File: src/rtl/i2s_receiver_pkg.sv
// Shared definitions for the I2S receiver: sample-size codes, FSM state type
// and the decode from size code to word width in bits.
package i2s_receiver_pkg;

    localparam logic [3:0] SIZE_8  = 4'd0;
    localparam logic [3:0] SIZE_12 = 4'd1;
    localparam logic [3:0] SIZE_16 = 4'd3;
    localparam logic [3:0] SIZE_24 = 4'd4;
    localparam logic [3:0] SIZE_32 = 4'd5;

    localparam int WORD_W = 32;
    localparam int CNT_W  = 6;

    typedef enum logic [1:0] {
        ST_SYNC  = 2'd0,
        ST_LEFT  = 2'd1,
        ST_RIGHT = 2'd2
    } rx_state_e;

    // Unlisted codes fall back to 16-bit words.
    function automatic logic [CNT_W-1:0] size_to_width(input logic [3:0] code);
        logic [CNT_W-1:0] width;
        case (code)
            SIZE_8:  width = 6'd8;
            SIZE_12: width = 6'd12;
            SIZE_16: width = 6'd16;
            SIZE_24: width = 6'd24;
            SIZE_32: width = 6'd32;
            default: width = 6'd16;
        endcase
        return width;
    endfunction

endpackage

File: src/rtl/i2s_rx_sync.sv
// Brings the asynchronous I2S lines into the clk domain through 2-FF
// synchronizers and produces a one-clk strobe on each bit-clock rising edge.
module i2s_rx_sync (
    input  logic clk,
    input  logic rst,
    input  logic sclk_in,
    input  logic ws_in,
    input  logic sd_in,
    output logic sclk_rise,
    output logic ws_sync,
    output logic sd_sync
);

    logic [1:0] sclk_ff_q, sclk_ff_d;
    logic [1:0] ws_ff_q, ws_ff_d;
    logic [1:0] sd_ff_q, sd_ff_d;
    logic       sclk_prev_q, sclk_prev_d;

    always_comb begin
        sclk_ff_d   = {sclk_ff_q[0], sclk_in};
        ws_ff_d     = {ws_ff_q[0], ws_in};
        sd_ff_d     = {sd_ff_q[0], sd_in};
        sclk_prev_d = sclk_ff_q[1];
    end

    always_ff @(posedge clk or negedge rst) begin
        if (!rst) begin
            sclk_ff_q   <= '0;
            ws_ff_q     <= '0;
            sd_ff_q     <= '0;
            sclk_prev_q <= 1'b0;
        end else begin
            sclk_ff_q   <= sclk_ff_d;
            ws_ff_q     <= ws_ff_d;
            sd_ff_q     <= sd_ff_d;
            sclk_prev_q <= sclk_prev_d;
        end
    end

    // ws and sd leave the synchronizer aligned with sclk, so they are valid on the strobe.
    assign sclk_rise = sclk_ff_q[1] & ~sclk_prev_q;
    assign ws_sync   = ws_ff_q[1];
    assign sd_sync   = sd_ff_q[1];

endmodule

File: src/rtl/i2s_receiver.sv
// I2S receiver: locks onto the first left channel, shifts in left/right words
// of a selectable width and hands complete stereo frames to a ready/valid consumer.
module i2s_receiver
    import i2s_receiver_pkg::*;
(
    input  logic              clk,
    input  logic              rst,
    input  logic              sclk_in,
    input  logic              ws_in,
    input  logic              sd_in,
    input  logic [3:0]        sample_size,
    input  logic              sample_ready,
    output logic [WORD_W-1:0] sample_left,
    output logic [WORD_W-1:0] sample_right,
    output logic              sample_valid,
    output logic              busy_left,
    output logic              busy_right,
    output logic              overrun,
    output logic              short_word
);

    logic sclk_rise, ws_sync, sd_sync;

    i2s_rx_sync u_sync (
        .clk       (clk),
        .rst       (rst),
        .sclk_in   (sclk_in),
        .ws_in     (ws_in),
        .sd_in     (sd_in),
        .sclk_rise (sclk_rise),
        .ws_sync   (ws_sync),
        .sd_sync   (sd_sync)
    );

    rx_state_e         state_q, state_d;
    logic              ws_prev_q, ws_prev_d;
    logic [CNT_W-1:0]  width_q, width_d;
    logic [CNT_W-1:0]  count_q, count_d;
    logic [WORD_W-1:0] shift_q, shift_d;
    logic              done_q, done_d;
    logic [WORD_W-1:0] left_word_q, left_word_d;
    logic              have_left_q, have_left_d;
    logic [WORD_W-1:0] sample_left_q, sample_left_d;
    logic [WORD_W-1:0] sample_right_q, sample_right_d;
    logic              valid_q, valid_d;
    logic              busy_left_q, busy_left_d;
    logic              busy_right_q, busy_right_d;
    logic              overrun_q, overrun_d;
    logic              short_word_q, short_word_d;

    logic [CNT_W-1:0]  count_n;
    logic [WORD_W-1:0] shift_n;
    logic [WORD_W-1:0] word_aligned;
    logic              took_bit, ws_flip, sync_exit, word_end, commit;

    always_comb begin
        state_d        = state_q;
        ws_prev_d      = ws_prev_q;
        width_d        = width_q;
        count_d        = count_q;
        shift_d        = shift_q;
        done_d         = done_q;
        left_word_d    = left_word_q;
        have_left_d    = have_left_q;
        sample_left_d  = sample_left_q;
        sample_right_d = sample_right_q;
        valid_d        = valid_q;
        busy_left_d    = busy_left_q;
        busy_right_d   = busy_right_q;
        overrun_d      = 1'b0;
        short_word_d   = 1'b0;
        count_n        = count_q;
        shift_n        = shift_q;
        took_bit       = 1'b0;
        ws_flip        = 1'b0;
        sync_exit      = 1'b0;
        word_end       = 1'b0;
        commit         = 1'b0;

        // The bit sampled with a ws change is still the LSB slot of the outgoing word.
        if (sclk_rise) begin
            ws_prev_d = ws_sync;
            ws_flip   = ((state_q == ST_LEFT) && ws_sync) || ((state_q == ST_RIGHT) && !ws_sync);
            sync_exit = (state_q == ST_SYNC) && ws_prev_q && !ws_sync;
            if ((state_q != ST_SYNC) && !done_q) begin
                if (count_q < width_q) begin
                    shift_n  = {shift_q[WORD_W-2:0], sd_sync};
                    count_n  = count_q + 6'd1;
                    took_bit = 1'b1;
                end
                word_end = ws_flip || (count_n == width_q);
            end
        end

        word_aligned = shift_n << (width_q - count_n);

        if (word_end) begin
            done_d       = 1'b1;
            short_word_d = ws_flip && (count_n < width_q);
            if (state_q == ST_LEFT) begin
                busy_left_d = 1'b0;
                left_word_d = word_aligned;
                have_left_d = 1'b1;
            end else begin
                busy_right_d = 1'b0;
                commit       = have_left_q;
                have_left_d  = 1'b0;
            end
        end else if (took_bit) begin
            busy_left_d  = (state_q == ST_LEFT);
            busy_right_d = (state_q == ST_RIGHT);
        end

        if (ws_flip || sync_exit) begin
            state_d = (state_q == ST_LEFT) ? ST_RIGHT : ST_LEFT;
            width_d = size_to_width(sample_size);
            count_d = '0;
            shift_d = '0;
            done_d  = 1'b0;
        end else begin
            count_d = count_n;
            shift_d = shift_n;
        end

        // An unaccepted frame has priority; a simultaneous accept frees the slot.
        if (commit) begin
            if (valid_q && !sample_ready) begin
                overrun_d = 1'b1;
            end else begin
                sample_left_d  = left_word_q;
                sample_right_d = word_aligned;
                valid_d        = 1'b1;
            end
        end else if (valid_q && sample_ready) begin
            valid_d = 1'b0;
        end
    end

    always_ff @(posedge clk or negedge rst) begin
        if (!rst) begin
            state_q        <= ST_SYNC;
            ws_prev_q      <= 1'b0;
            width_q        <= '0;
            count_q        <= '0;
            shift_q        <= '0;
            done_q         <= 1'b0;
            left_word_q    <= '0;
            have_left_q    <= 1'b0;
            sample_left_q  <= '0;
            sample_right_q <= '0;
            valid_q        <= 1'b0;
            busy_left_q    <= 1'b0;
            busy_right_q   <= 1'b0;
            overrun_q      <= 1'b0;
            short_word_q   <= 1'b0;
        end else begin
            state_q        <= state_d;
            ws_prev_q      <= ws_prev_d;
            width_q        <= width_d;
            count_q        <= count_d;
            shift_q        <= shift_d;
            done_q         <= done_d;
            left_word_q    <= left_word_d;
            have_left_q    <= have_left_d;
            sample_left_q  <= sample_left_d;
            sample_right_q <= sample_right_d;
            valid_q        <= valid_d;
            busy_left_q    <= busy_left_d;
            busy_right_q   <= busy_right_d;
            overrun_q      <= overrun_d;
            short_word_q   <= short_word_d;
        end
    end

    assign sample_left  = sample_left_q;
    assign sample_right = sample_right_q;
    assign sample_valid = valid_q;
    assign busy_left    = busy_left_q;
    assign busy_right   = busy_right_q;
    assign overrun      = overrun_q;
    assign short_word   = short_word_q;

endmodule

File: config.mk
export PLATFORM = sky130hd
export DESIGN_NAME = i2s_receiver
export DESIGN_NICKNAME = d
export VERILOG_FILES = /design/src/rtl/i2s_receiver_pkg.sv /design/src/rtl/i2s_rx_sync.sv /design/src/rtl/i2s_receiver.sv
export SDC_FILE = /design/constraint.sdc
export NUM_CORES = 1
export LEC_CHECK = 0
export ABC_AREA = 1
export BUFFER_PORTS_ARGS = -buffer_cell sky130_fd_sc_hd__buf_4
export CORE_MARGIN = 2
export CORE_UTILIZATION = 31
export DETAILED_ROUTE_END_ITERATION = 10
export MAX_ROUTING_LAYER = met4
export PLACE_DENSITY_LB_ADDON = 0.05
export SLEW_MARGIN = 40
export SYNTH_ARGS = -nofsm -noshare
export SYNTH_HDL_FRONTEND = slang
export SYNTH_SLANG_ARGS = --single-unit
File: constraint.sdc
create_clock -name clk -period 3.7 [get_ports clk]
set_input_delay 0.185 -clock clk [delete_from_list [all_inputs] [get_ports clk]]
set_output_delay 0.185 -clock clk [all_outputs]
set_load 0.1 [all_outputs]
; ---- Word level (Yosys, flattened, before mapping)
; Cells that the tools add are included.
[word_totals]
regBits = 157
in_bits = 10
output_inout_bits = 69
elab_cells = 97
[classes]
n_addsub = 2
magnitude_cmp = 2
n_eq_ne = 9
shift = 1
mux = 36
bitwise = 3
reduce_logical = 25
[op_table]
columns = op, n
row1 = $mux 32, 4
row2 = $mux 6, 6
row3 = $shl 32x6->32, 1
row4 = $mux 1, 24
row5 = $pmux 6 s4, 1
row6 = $lt 6x6->1, 2
row7 = $reduce_and 2->1, 5
row8 = $eq 4x3->1 const B, 2
row9 = $logic_and 1x1->1, 8
row10 = $reduce_bool 2->1, 4
row11 = $add 6x1->6 const B, 1
row12 = $eq 6x6->1, 1
row13 = $sub 6x6->6, 1
row14 = $eq 4x1->1 const B, 1
row15 = $logic_not 4->1, 1
row16 = $ne 2x2->1 const B, 2
row17 = $logic_not 1->1, 3
row18 = $logic_or 1x1->1, 3
row19 = $eq 2x1->1 const B, 1
row20 = $eq 2x2->1 const B, 1
row21 = $logic_not 2->1, 1
row22 = $mux 2, 1
row23 = $ne 2x1->1 const B, 1
row24 = $not 1->1, 2
row25 = $and 1x1->1, 1

; ---- Depth between registers and ports, before layout
; Gate-level depths: netlist of run 1.
[logic_depth]
ltp_word = 11
ltp_mapped = 23
mapped_depth_nobuf = 21

; ---- Modules after synthesis
; From an unflattened synthesis of run 1, not the netlist that was laid out.
[hier_totals]
cells_unflattened = 1165
area_unflattened_um2 = 8612.0
[by_module_without_submodules]
columns = module, n_inst, cells_per_inst, area_per_inst_um2, seq_area_each_um2
row1 = i2s_receiver, 1, 1156, 8426.8, 3703.6
row2 = i2s_rx_sync, 1, 9, 185.2, 175.2

; ---- Least setup slack after synthesis of run 1
; No wires, ideal clock.
[synth_timing]
kind = register -> register
startpoint = register width_q[5]
endpoint = register sample_right_q[22], in the netlist sample_right[22]
setup_ns = 0.068
arrival_ns = 3.252
required_time_ns = 3.632
slack_ns = 0.380
stages_incl_launch_ff = 21
n_path_buf = 3
period_less_slack_ns = 3.320
path_cell_list = dfrtp_1 inv_1 ha_1 a21oi_4 nand3_2 nand2_2 nand2_4 inv_2 buf_4 buf_4 ha_1 nand2_1 inv_2 nor2_1 o21bai_1 xor2_2 inv_1 clkbuf_1 a21oi_1 nand3_1 nand2_1
[synth_between]
elab_chain_cells = 10
word_cells_on_any_way = 17
classes_between = add/sub (1) / order compare (1) / eq/ne (1) / shift (1) / mux (11) / reduce/logical (2)
[synth_lines]
columns = element, line_no
row1 = "start, declared", i2s_receiver.sv:37  ; logic [CNT_W-1:0] width_q, width_d;
row2 = "start signal, assigned", i2s_receiver.sv:159  ; width_q <= width_d;
row3 = branches (longest 10 deep; another with $lt 6x6->1), -
row4 = "end signal, assigned", i2s_receiver.sv:166  ; sample_right_q <= sample_right_d;
row5 = "end, declared", i2s_receiver.sv:44  ; logic [WORD_W-1:0] sample_right_q, sample_right_d;
; Several ways; the timed one is not identified. The select of a mux whose other input is x is not followed.
; A chain may end at the register's enable or synchronous reset.

; ---- Worst setup path in the final report of run 1
[layout_timing]
startpoint = register count_q[5]
endpoint = register left_word_q[13]
[layout_between]
elab_chain_cells = 9
word_cells_on_any_way = 17
classes_between = add/sub (2) / order compare (1) / eq/ne (1) / shift (1) / mux (10) / reduce/logical (2)
[layout_lines]
columns = element, line_no
row1 = "start, declared", i2s_receiver.sv:38  ; logic [CNT_W-1:0] count_q, count_d;
row2 = "start signal, assigned", i2s_receiver.sv:160  ; count_q <= count_d;
row3 = branches (longest 9 deep; another with $add 6x1->6), -
row4 = "end signal, assigned", i2s_receiver.sv:163  ; left_word_q <= left_word_d;
row5 = "end, declared", i2s_receiver.sv:41  ; logic [WORD_W-1:0] left_word_q, left_word_d;
; Several ways; the timed one is not identified. The select of a mux whose other input is x is not followed.

==> flow_metrics.env, run 1 <==
export IMPL_max_cap_violations=0
export IMPL_critPathLaunchType="register"
export IMPL_cpMostUsedCell="nand2_1"
export IMPL_drc=0
export IMPL_async_flop_share_pct=100
export IMPL_hpwl_um=19200
export IMPL_status="finished, final reports clean"
export IMPL_synth_edff_count=0
export IMPL_ys_types=36
export IMPL_syn_area_per_cell_sq_um=7.05
export IMPL_end_kind="register"
export IMPL_rsz0062_at_grt="true"
export IMPL_synth_seq_cells=155
export IMPL_vias=8208
export IMPL_clock_sinks=155
export IMPL_start_util_pct=31.5
export IMPL_placed_cell_area_sq_um=9800
export IMPL_critPathMaxStageDelay_ns=0.41
export IMPL_clock_path_buffers=2
export IMPL_slew_headroom_pct=52.3
export IMPL_drtIter0Drc=707
export IMPL_drive_above_1_share_pct=13.3
export IMPL_synth_nets=1264
export IMPL_die_area_sq_um=29700
export IMPL_die_x_um=172
export IMPL_crit_cells=19
export IMPL_fin_crit_ns=3.41
export IMPL_critical_path_top_delay_family="simple AND/OR/NAND/NOR gates"
export IMPL_r2r_start="count_q[5]"
export IMPL_final_area_sq_um=10400
export IMPL_avgViaCountPerCell=4.83
export IMPL_areaGrowthSynthToFinish_pct=19.0
export IMPL_slew_violations=0
export IMPL_grt_first_pass_wirelength_um=44500
export IMPL_skew_ns=0.0180
export IMPL_synth_area_sq_um=8780
export IMPL_r2r_setup_slack_ns=0.29
export IMPL_diodes=0
export IMPL_synthCells=1245
export IMPL_cts_buffers=17
export IMPL_grt_antenna_before_repair=0
export IMPL_setup_violations_final=0
export IMPL_post_drt_wl_per_cell_um=16.3
export IMPL_gp_congestion=0.872
export IMPL_startpoint="count_q[5]"
export IMPL_insertion_delay_ns=0.43
export IMPL_grt_ovfl_total=0
export IMPL_ys_flop_type="dfrtp_1"
export IMPL_num_io_pins=79
export IMPL_crit_buf_inv=4
export IMPL_path_class="reg -> reg"
export IMPL_grt_max_degree=72
export IMPL_hold_path_startpoint="sample_ready"
export IMPL_drt_total_wl_um=27600
export IMPL_report_final_hold_viol_count=0
export IMPL_hold_path_class="in -> reg"
export IMPL_ant_nets=0
export IMPL_path_max_fanout=8
export IMPL_nFillCells=3037
export IMPL_drtPass1Iterations=5
export IMPL_clk_pin_slew_ns=0.08
export IMPL_grt_pass1_vias=7873
export IMPL_fp_row_count=61
export IMPL_cts_root_buf="clkbuf_16"
export IMPL_cts_htree_levels=4
export IMPL_yosys_warnings=0
export IMPL_cts_tree="yes"
export IMPL_cp_cell_sequence="ha_1 -> a21oi_4 -> nand2_2 -> inv_2 -> nand2_1 -> nand2_1 -> nand2_1 -> o21ai_0 -> ha_1 -> nand2_1 -> inv_1 -> a221oi_1 -> nand2_2 -> xor2_4 -> nand2_2 -> inv_2 -> buf_4 -> nand3_1 -> nand2_1"
export IMPL_io_buffer_count=78
export IMPL_tightestPinTransition_ns=0.715
export IMPL_required_ns=4.07
export IMPL_ys_seq_area_share_pct=44.2
export IMPL_die_height_um=172
export IMPL_cp_slowest_cell="dfrtp_1"
export IMPL_grt_use_total_pct=20.0
export IMPL_coreArea_sq_um=27900
export IMPL_fmax_mhz=293
export IMPL_finalCritPeriodShare_pct=92.2
export IMPL_nNetsFinal=1326
export IMPL_crit_arrival_ns=3.78
export IMPL_r2r_end="left_word_q[13]"
export IMPL_endpoint="left_word_q[13]"
export IMPL_r2r_worst_path_cells=19
-- worst min-delay path by stage --
stage,to,slack [ns],depth (start not counted)
floorplan,busy_left,-0.11,0
global placement,u_sync.sclk_ff_q[0],0.26,1
global route,overrun,0.07,4
CTS,overrun,0.03,4
finish,overrun,0.05,4
detailed placement,u_sync.sclk_ff_q[0],0.26,1
-- per-layer routing --
layer,GRT usage [%],vias up,wire length (um)
met1,28.0,3887,13600
li1,-,4147,-
met4,4.24,0,318
met3,2.79,18,981
met5,-,-,0
met2,31.1,156,12700
-- cells in the final DEF (no fill, tap or decap), drive strengths merged --
cell and instances:
nand2 525, nand3 214, dfrtp 155, buf 109, inv 93, nor2 67
nand4 52, o21ai 34, clkbuf 18, a21oi 14, ha 9, dlygate4sd3 5
and2 4, xor2 4, o31ai 3, clkinvlp 3, clkinv 3, xnor2 1
nand3b 1, o21bai 1, a21o 1, nor3 1, a221oi 1, o21a 1
o22ai 1
-- tightest hold or removal path, cell delays in order --
cell and delay [ns]:
buf_4 0.08, nor2_1 0.06, inv_1 0.07, nor2_1 0.04
-- per-stage QoR --
step                      setup TNS [ns]  cells  setup WS (ns)  utilization (%)  hold WS (ns)
after floorplan                        0   1245          0.380                -        -0.111
after global placement                 0   1660          0.270             35.2         0.263
after detailed placement               0   1660          0.254             35.2         0.263
after CTS                              0   1697          0.246             37.4        0.0337
after global routing            -0.00507   1698       -0.00507             37.5        0.0715
final                                  0   1698          0.290             37.5        0.0452
-- what timing repair did --
action                                  CTS  global route
setup buffers                             0             1
hold buffers                              5             0
resized for setup                         0             3
endpoints found under the hold margin    72             0
endpoints found under the setup margin    0            22
-- cells in the mapped netlist (2+ instances only) --
| cell | count | share of area (%) |
|---|---|---|
| a21oi_1 | 13 | 0.74 |
| and2_1 | 4 | 0.29 |
| buf_1 | 10 | 0.43 |
| buf_2 | 22 | 1.3 |
| buf_4 | 8 | 0.68 |
| buf_6 | 3 | 0.38 |
| clkbuf_1 | 28 | 1.2 |
| dfrtp_1 | 155 | 44 |
| ha_1 | 9 | 1.3 |
| inv_1 | 73 | 3.1 |
| inv_2 | 12 | 0.51 |
| nand2_1 | 513 | 22 |
| nand2_2 | 10 | 0.71 |
| nand2_4 | 2 | 0.26 |
| nand3_1 | 211 | 12 |
| nand3_2 | 3 | 0.34 |
| nand4_1 | 52 | 3.7 |
| nor2_1 | 64 | 2.7 |
| o21ai_0 | 19 | 1.1 |
| o21ai_1 | 15 | 0.86 |
| o31ai_1 | 3 | 0.26 |
| xor2_1 | 2 | 0.20 |
-- state kept, by name, summed over array words and instances (netlist names) --
name                count
count_q                 6
width_q                 4
shift_q                32
left_word_q            32
busy_right              1
ws_prev_q               1
sample_left            32
overrun                 1
sample_valid            1
busy_left               1
short_word              1
u_sync.ws_ff_q          2
sample_right           32
state_q                 2
u_sync.sclk_ff_q        2
u_sync.sclk_prev_q      1
u_sync.sd_ff_q          2
have_left_q             1
done_q                  1
-- final cells by class --
class / instances / area, sq um / area share, %
sequential: 155 / 3880 / 37.1
clock buffer: 18 / 429 / 4.11
tap: 378 / 473 / 4.53
timing repair buffer: 114 / 955 / 9.14
multi-input combinational: 934 / 4240 / 40.6
clock inverter: 14 / 148 / 1.41
inverter: 85 / 325 / 3.11
-- cell families (layout without fill, tap and decap cells) --
logic type / count (synthesis) / in the layout / synth area share (%)
and+or+nand+nor: 864 / 864 / 42.6
buffers and inverters: 156 / 231 / 7.58
DFF: 155 / 155 / 44.2
AOI/OAI and AO/OA: 56 / 56 / 3.55
adders and majority gates: 9 / 9 / 1.28
xor gates and xnor gates: 5 / 5 / 0.799
Power of run 1 is left out: the tool's default activity adds up to more than one toggle a clock period on the data nets, which glitch-free logic cannot reach.
==> run 2, diff against run 1 <==
- CORE_MARGIN: 2 -> default
- MAX_ROUTING_LAYER: met4 -> default
==> flow_metrics.env, run 2 (synthesized netlist as in run 1, its figures left out) <==
export IMPL_grt_first_pass_wirelength_um=45900
export IMPL_die_x_um=170
export IMPL_setup_violations_final=0
export IMPL_fmax_mhz=296
export IMPL_vias=8336
export IMPL_post_drt_wl_per_cell_um=16.6
export IMPL_die_height_um=170
export IMPL_ant_nets=0
export IMPL_max_cap_violations=0
export IMPL_grt_max_degree=96
export IMPL_io_buffer_count=78
export IMPL_layout_commonest_cell="nand2_1"
export IMPL_drt_total_wl_um=28100
export IMPL_grt_pass1_vias=8098
export IMPL_slew_headroom_pct=52.9
export IMPL_grt_use_total_pct=20.7
export IMPL_start_util_pct=31.6
export IMPL_cts_buffers=17
export IMPL_insertion_delay_ns=0.44
export IMPL_hold_path_class="in -> reg"
export IMPL_slew_violations=0
export IMPL_end_kind="register"
export IMPL_rsz0062_at_grt="false"
export IMPL_required_ns=4.07
export IMPL_clock_sinks=155
export IMPL_crit_arrival_ns=3.75
export IMPL_status="finished, final reports clean"
export IMPL_drc=0
export IMPL_critPathMaxStageDelay_ns=0.39
export IMPL_finalCritPeriodShare_pct=91.3
export IMPL_grt_ovfl_total=0
export IMPL_multi_input_area_sq_um=4240
export IMPL_gp_congestion=0.835
export IMPL_seqCellArea_sq_um=3880
export IMPL_areaGrowthSynthToFinish_pct=19.2
export IMPL_drive_above_1_share_pct=13.0
export IMPL_avgViaCountPerCell=4.92
export IMPL_path_class="reg -> reg"
export IMPL_clk_pin_slew_ns=0.07
export IMPL_skew_ns=0.0145
export IMPL_hpwl_um=19100
export IMPL_cp_slowest_cell="buf_4"
export IMPL_report_final_hold_viol_count=0
export IMPL_num_io_pins=79
export IMPL_cts_root_buf="clkbuf_16"
export IMPL_drtPass1Iterations=6
export IMPL_cts_htree_levels=4
export IMPL_diodes=0
export IMPL_nFillCells=3052
export IMPL_cpMostUsedCell="nand2_1"
export IMPL_path_max_fanout=32
export IMPL_fin_tns_setup_ns=0
export IMPL_cp_cell_sequence="inv_1 -> ha_1 -> a21oi_4 -> buf_4 -> nand4_1 -> nand2_1 -> inv_1 -> ha_1 -> buf_4 -> nand3_1 -> nand2_1 -> nand2_1 -> nand2_1 -> nand2_1 -> a21oi_1 -> nand3_1 -> nand2_1"
export IMPL_coreArea_sq_um=27800
export IMPL_drtIter0Drc=673
export IMPL_critPathLaunchType="register"
export IMPL_die_area_sq_um=29000
export IMPL_final_cell_mix="nand2_1 (513), nand3_1 (211), dfrtp_1 (155)"
export IMPL_clock_path_buffers=2
export IMPL_tightestPinTransition_ns=0.706
export IMPL_fp_row_count=61
export IMPL_cts_tree="yes"
export IMPL_nNetsFinal=1324
export IMPL_grt_antenna_before_repair=0
export IMPL_fin_crit_ns=3.38
==> run 2: cell type report <==
cell class                      instances  share of cell area (%)
Multi-Input combinational cell        934                    40.5
Sequential cell                       155                    37.1
Timing Repair Buffer                  112                    8.71
Tap cell                              378                    4.52
Clock buffer                           20                    4.18
Inverter                               85                    3.18
Clock inverter                         12                    1.78
==> run 2: worst paths after layout <==
| check | startpoint | to | slack [ns] | cells after the start |
|---|---|---|---|---|
| worst max-delay path | width_q[5] | sample_right[20] | 0.32 | 17 |
| worst min-delay path | sample_ready | sample_valid | 0.05 | 4 |
| worst max register to register | width_q[5] | sample_right[20] | 0.32 | 17 |
| worst min register to register | u_sync.ws_ff_q[0] | u_sync.ws_ff_q[1] | 0.35 | 0 |
| max in group asynchronous | rst | left_word_q[20] | 2.39 | 3 |
| min in group asynchronous | rst | u_sync.sclk_ff_q[1] | 0.29 | 2 |
==> run 2: layer usage <==
metal  GRT usage (%)  vias up  part of all wire [%]
met1            29.0     3966                    49
li1                -     4152                     -
met5               0        -                     0
met4            6.46        0                   1.7
met2            32.8      195                    46
met3            2.81       23                   3.7
==> run 2: timing repair <==
item,4_1_cts,5_1_grt
endpoints found under the setup margin,0,59
resized for setup,0,6
hold buffers,5,0
endpoints found under the hold margin,64,0
buffers inserted,0,3
==> run 2: stage by stage <==
stage	util [%]	area [sq um]	hold slack, ns	setup WS (ns)	std cells
2_1_floorplan	-	8780	-0.111	0.380	1245
3_3_place_gp	35.1	9740	0.239	0.267	1656
4_1_cts	37.5	10400	0.0296	0.220	1693
3_5_place_dp	35.1	9750	0.241	0.267	1656
6_report	37.6	10500	0.0458	0.322	1696
5_1_grt	37.6	10500	0.0704	0.00291	1696
==> run 2: worst max-delay path: cells and delay by family (launching register included) <==
kind	cells	cell delay, ns
buf+inv	4	0.82
fa+ha+maj	2	0.66
compound gates	2	0.42
flops	1	0.35
simple gates	9	1.05
Power of run 2 is left out for the same reason.
==> run 3, diff against run 2 <==
- BUFFER_PORTS_ARGS: -buffer_cell sky130_fd_sc_hd__buf_4 -> -buffer_cell sky130_fd_sc_hd__clkbuf_2
- CORE_MARGIN: default -> 2
==> flow_metrics.env, run 3 (synthesized netlist as in run 1, its figures left out) <==
export IMPL_status="finished, final reports clean"
export IMPL_drtPass1Iterations=5
export IMPL_gr_usage_met2_pct=31.2
export IMPL_path_max_fanout=34
export IMPL_slew_violations=0
export IMPL_rsz0062_at_grt="false"
export IMPL_final_cell_mix="nand2_1 (513), nand3_1 (211), dfrtp_1 (155)"
export IMPL_hold_path_class="in -> reg"
export IMPL_io_buffer_count=78
export IMPL_start_util_pct=31.5
export IMPL_fin_crit_ns=3.31
export IMPL_die_height_um=172
export IMPL_cp_slowest_cell="dfrtp_1"
export IMPL_grt_pass1_vias=8057
export IMPL_r2r_end="left_word_q[15]"
export IMPL_cts_root_buf="clkbuf_16"
export IMPL_clk_pin_slew_ns=0.07
export IMPL_ant_nets=0
export IMPL_nNetsFinal=1325
export IMPL_r2r_setup_slack_ns=0.39
export IMPL_drc=0
export IMPL_placed_cell_area_sq_um=9610
export IMPL_insertion_delay_ns=0.44
export IMPL_fmax_mhz=302
export IMPL_gp_congestion=0.815
export IMPL_final_cells=1697
export IMPL_cts_buffers=17
export IMPL_nFillCells=3064
export IMPL_num_io_pins=79
export IMPL_vias=8128
export IMPL_required_ns=4.07
export IMPL_areaGrowthSynthToFinish_pct=17.2
export IMPL_report_final_hold_viol_count=0
export IMPL_die_x_um=172
export IMPL_hold_path_startpoint="sample_size[0]"
export IMPL_fp_row_count=61
export IMPL_drive_above_1_share_pct=13.6
export IMPL_max_cap_violations=0
export IMPL_r2r_start="width_q[4]"
export IMPL_coreArea_sq_um=27900
export IMPL_layout_commonest_cell="nand2_1"
export IMPL_dp_cells=1659
export IMPL_path_class="reg -> reg"
export IMPL_grt_use_total_pct=20.0
export IMPL_hpwl_um=19300
export IMPL_setup_violations_final=0
export IMPL_critPathMaxStageDelay_ns=0.39
export IMPL_final_area_sq_um=10300
export IMPL_drt_total_wl_um=27800
export IMPL_drtIter0Drc=672
export IMPL_crit_arrival_ns=3.68
export IMPL_grt_antenna_before_repair=0
export IMPL_finalCritPeriodShare_pct=89.5
export IMPL_cts_htree_levels=4
export IMPL_cpMostUsedCell="nand3_1"
export IMPL_critPathLaunchType="register"
export IMPL_cp_cell_sequence="inv_1 -> ha_1 -> nand2_1 -> inv_1 -> nand2_4 -> buf_6 -> nand4_1 -> nand2_4 -> inv_2 -> ha_1 -> nor2_1 -> nor2_2 -> inv_2 -> buf_4 -> nand3_1 -> nand3_1 -> and2_1 -> nand3_1 -> nand2_1"
export IMPL_whs_path_depth=3
export IMPL_grt_max_degree=77
export IMPL_clock_path_buffers=2
export IMPL_end_kind="register"
export IMPL_top_usage_layer="met2"
export IMPL_clock_sinks=155
export IMPL_skew_ns=0.0151
export IMPL_grt_use_met1_pct=29.0
export IMPL_post_drt_wl_per_cell_um=16.4
export IMPL_grt_ovfl_total=0
export IMPL_r2r_worst_path_cells=19
export IMPL_avgViaCountPerCell=4.79
export IMPL_cts_tree="yes"
export IMPL_grt_first_pass_wirelength_um=45300
export IMPL_met3_usage_pct=3.04
export IMPL_tightestPinTransition_ns=0.688
export IMPL_fin_tns_setup_ns=0
export IMPL_die_area_sq_um=29700
export IMPL_slew_headroom_pct=54.2
export IMPL_diodes=0
export IMPL_min_to="width_q[2]"
==> run 3: changes by cell type in the layout (fill, tap and decap cells not counted), sizes merged <==
cell,delta
clkinvlp,+1
bufinv,-3
buf,-77
clkbuf,+76
inv,+4
==> run 3: cell type report <==
| type | count | area (sq um) | area share [%] |
|---|---|---|---|
| flip-flops and latches | 155 | 3880 | 37.7 |
| clock inverters | 14 | 139 | 1.35 |
| clock buffers | 18 | 429 | 4.17 |
| repair buffers | 113 | 773 | 7.52 |
| well taps | 378 | 473 | 4.60 |
| inverters | 85 | 324 | 3.15 |
| multi-input cells | 934 | 4270 | 41.5 |
==> run 3: metal layers <==
metal	vias up	part of all wire, %
li1	4134	-
met1	3850	50
met2	128	46
met3	16	3.0
met4	0	1.1
met5	-	0
==> run 3: worst max-delay path by stage <==
stage                    start                to  slack, ns
global placement    count_q[5]   left_word_q[15]       0.20
detailed placement  count_q[5]  sample_right[12]       0.19
floorplan           width_q[5]  sample_right[22]       0.38
global route        width_q[4]  sample_right[22]       0.03
CTS                 count_q[5]  sample_right[12]       0.16
finish              width_q[4]   left_word_q[15]       0.39
==> run 3: metrics by stage <==
step                      utilization, %  setup slack (ns)  hold slack, ns
after detailed placement            34.5             0.188           0.285
after global routing                36.9            0.0341          0.0557
after global placement              34.5             0.200           0.282
after CTS                           36.7             0.159          0.0299
after floorplan                        -             0.380          -0.111
final                               36.9             0.389          0.0473
==> run 3: repair_timing <==
item	in CTS	in global routing
setup buffers	0	1
gates resized for setup	0	10
setup endpoints to repair	0	51
hold buffers	5	0
endpoints found under the hold margin	78	0
==> run 3: critical path, delay by kind of cell, from the launching register on <==
| kind | cells | cell delay (ns) |
|---|---|---|
| fa+ha+maj | 2 | 0.49 |
| simple gates | 11 | 1.43 |
| buf+inv | 6 | 0.91 |
| flops | 1 | 0.39 |
Power of run 3 is left out for the same reason.
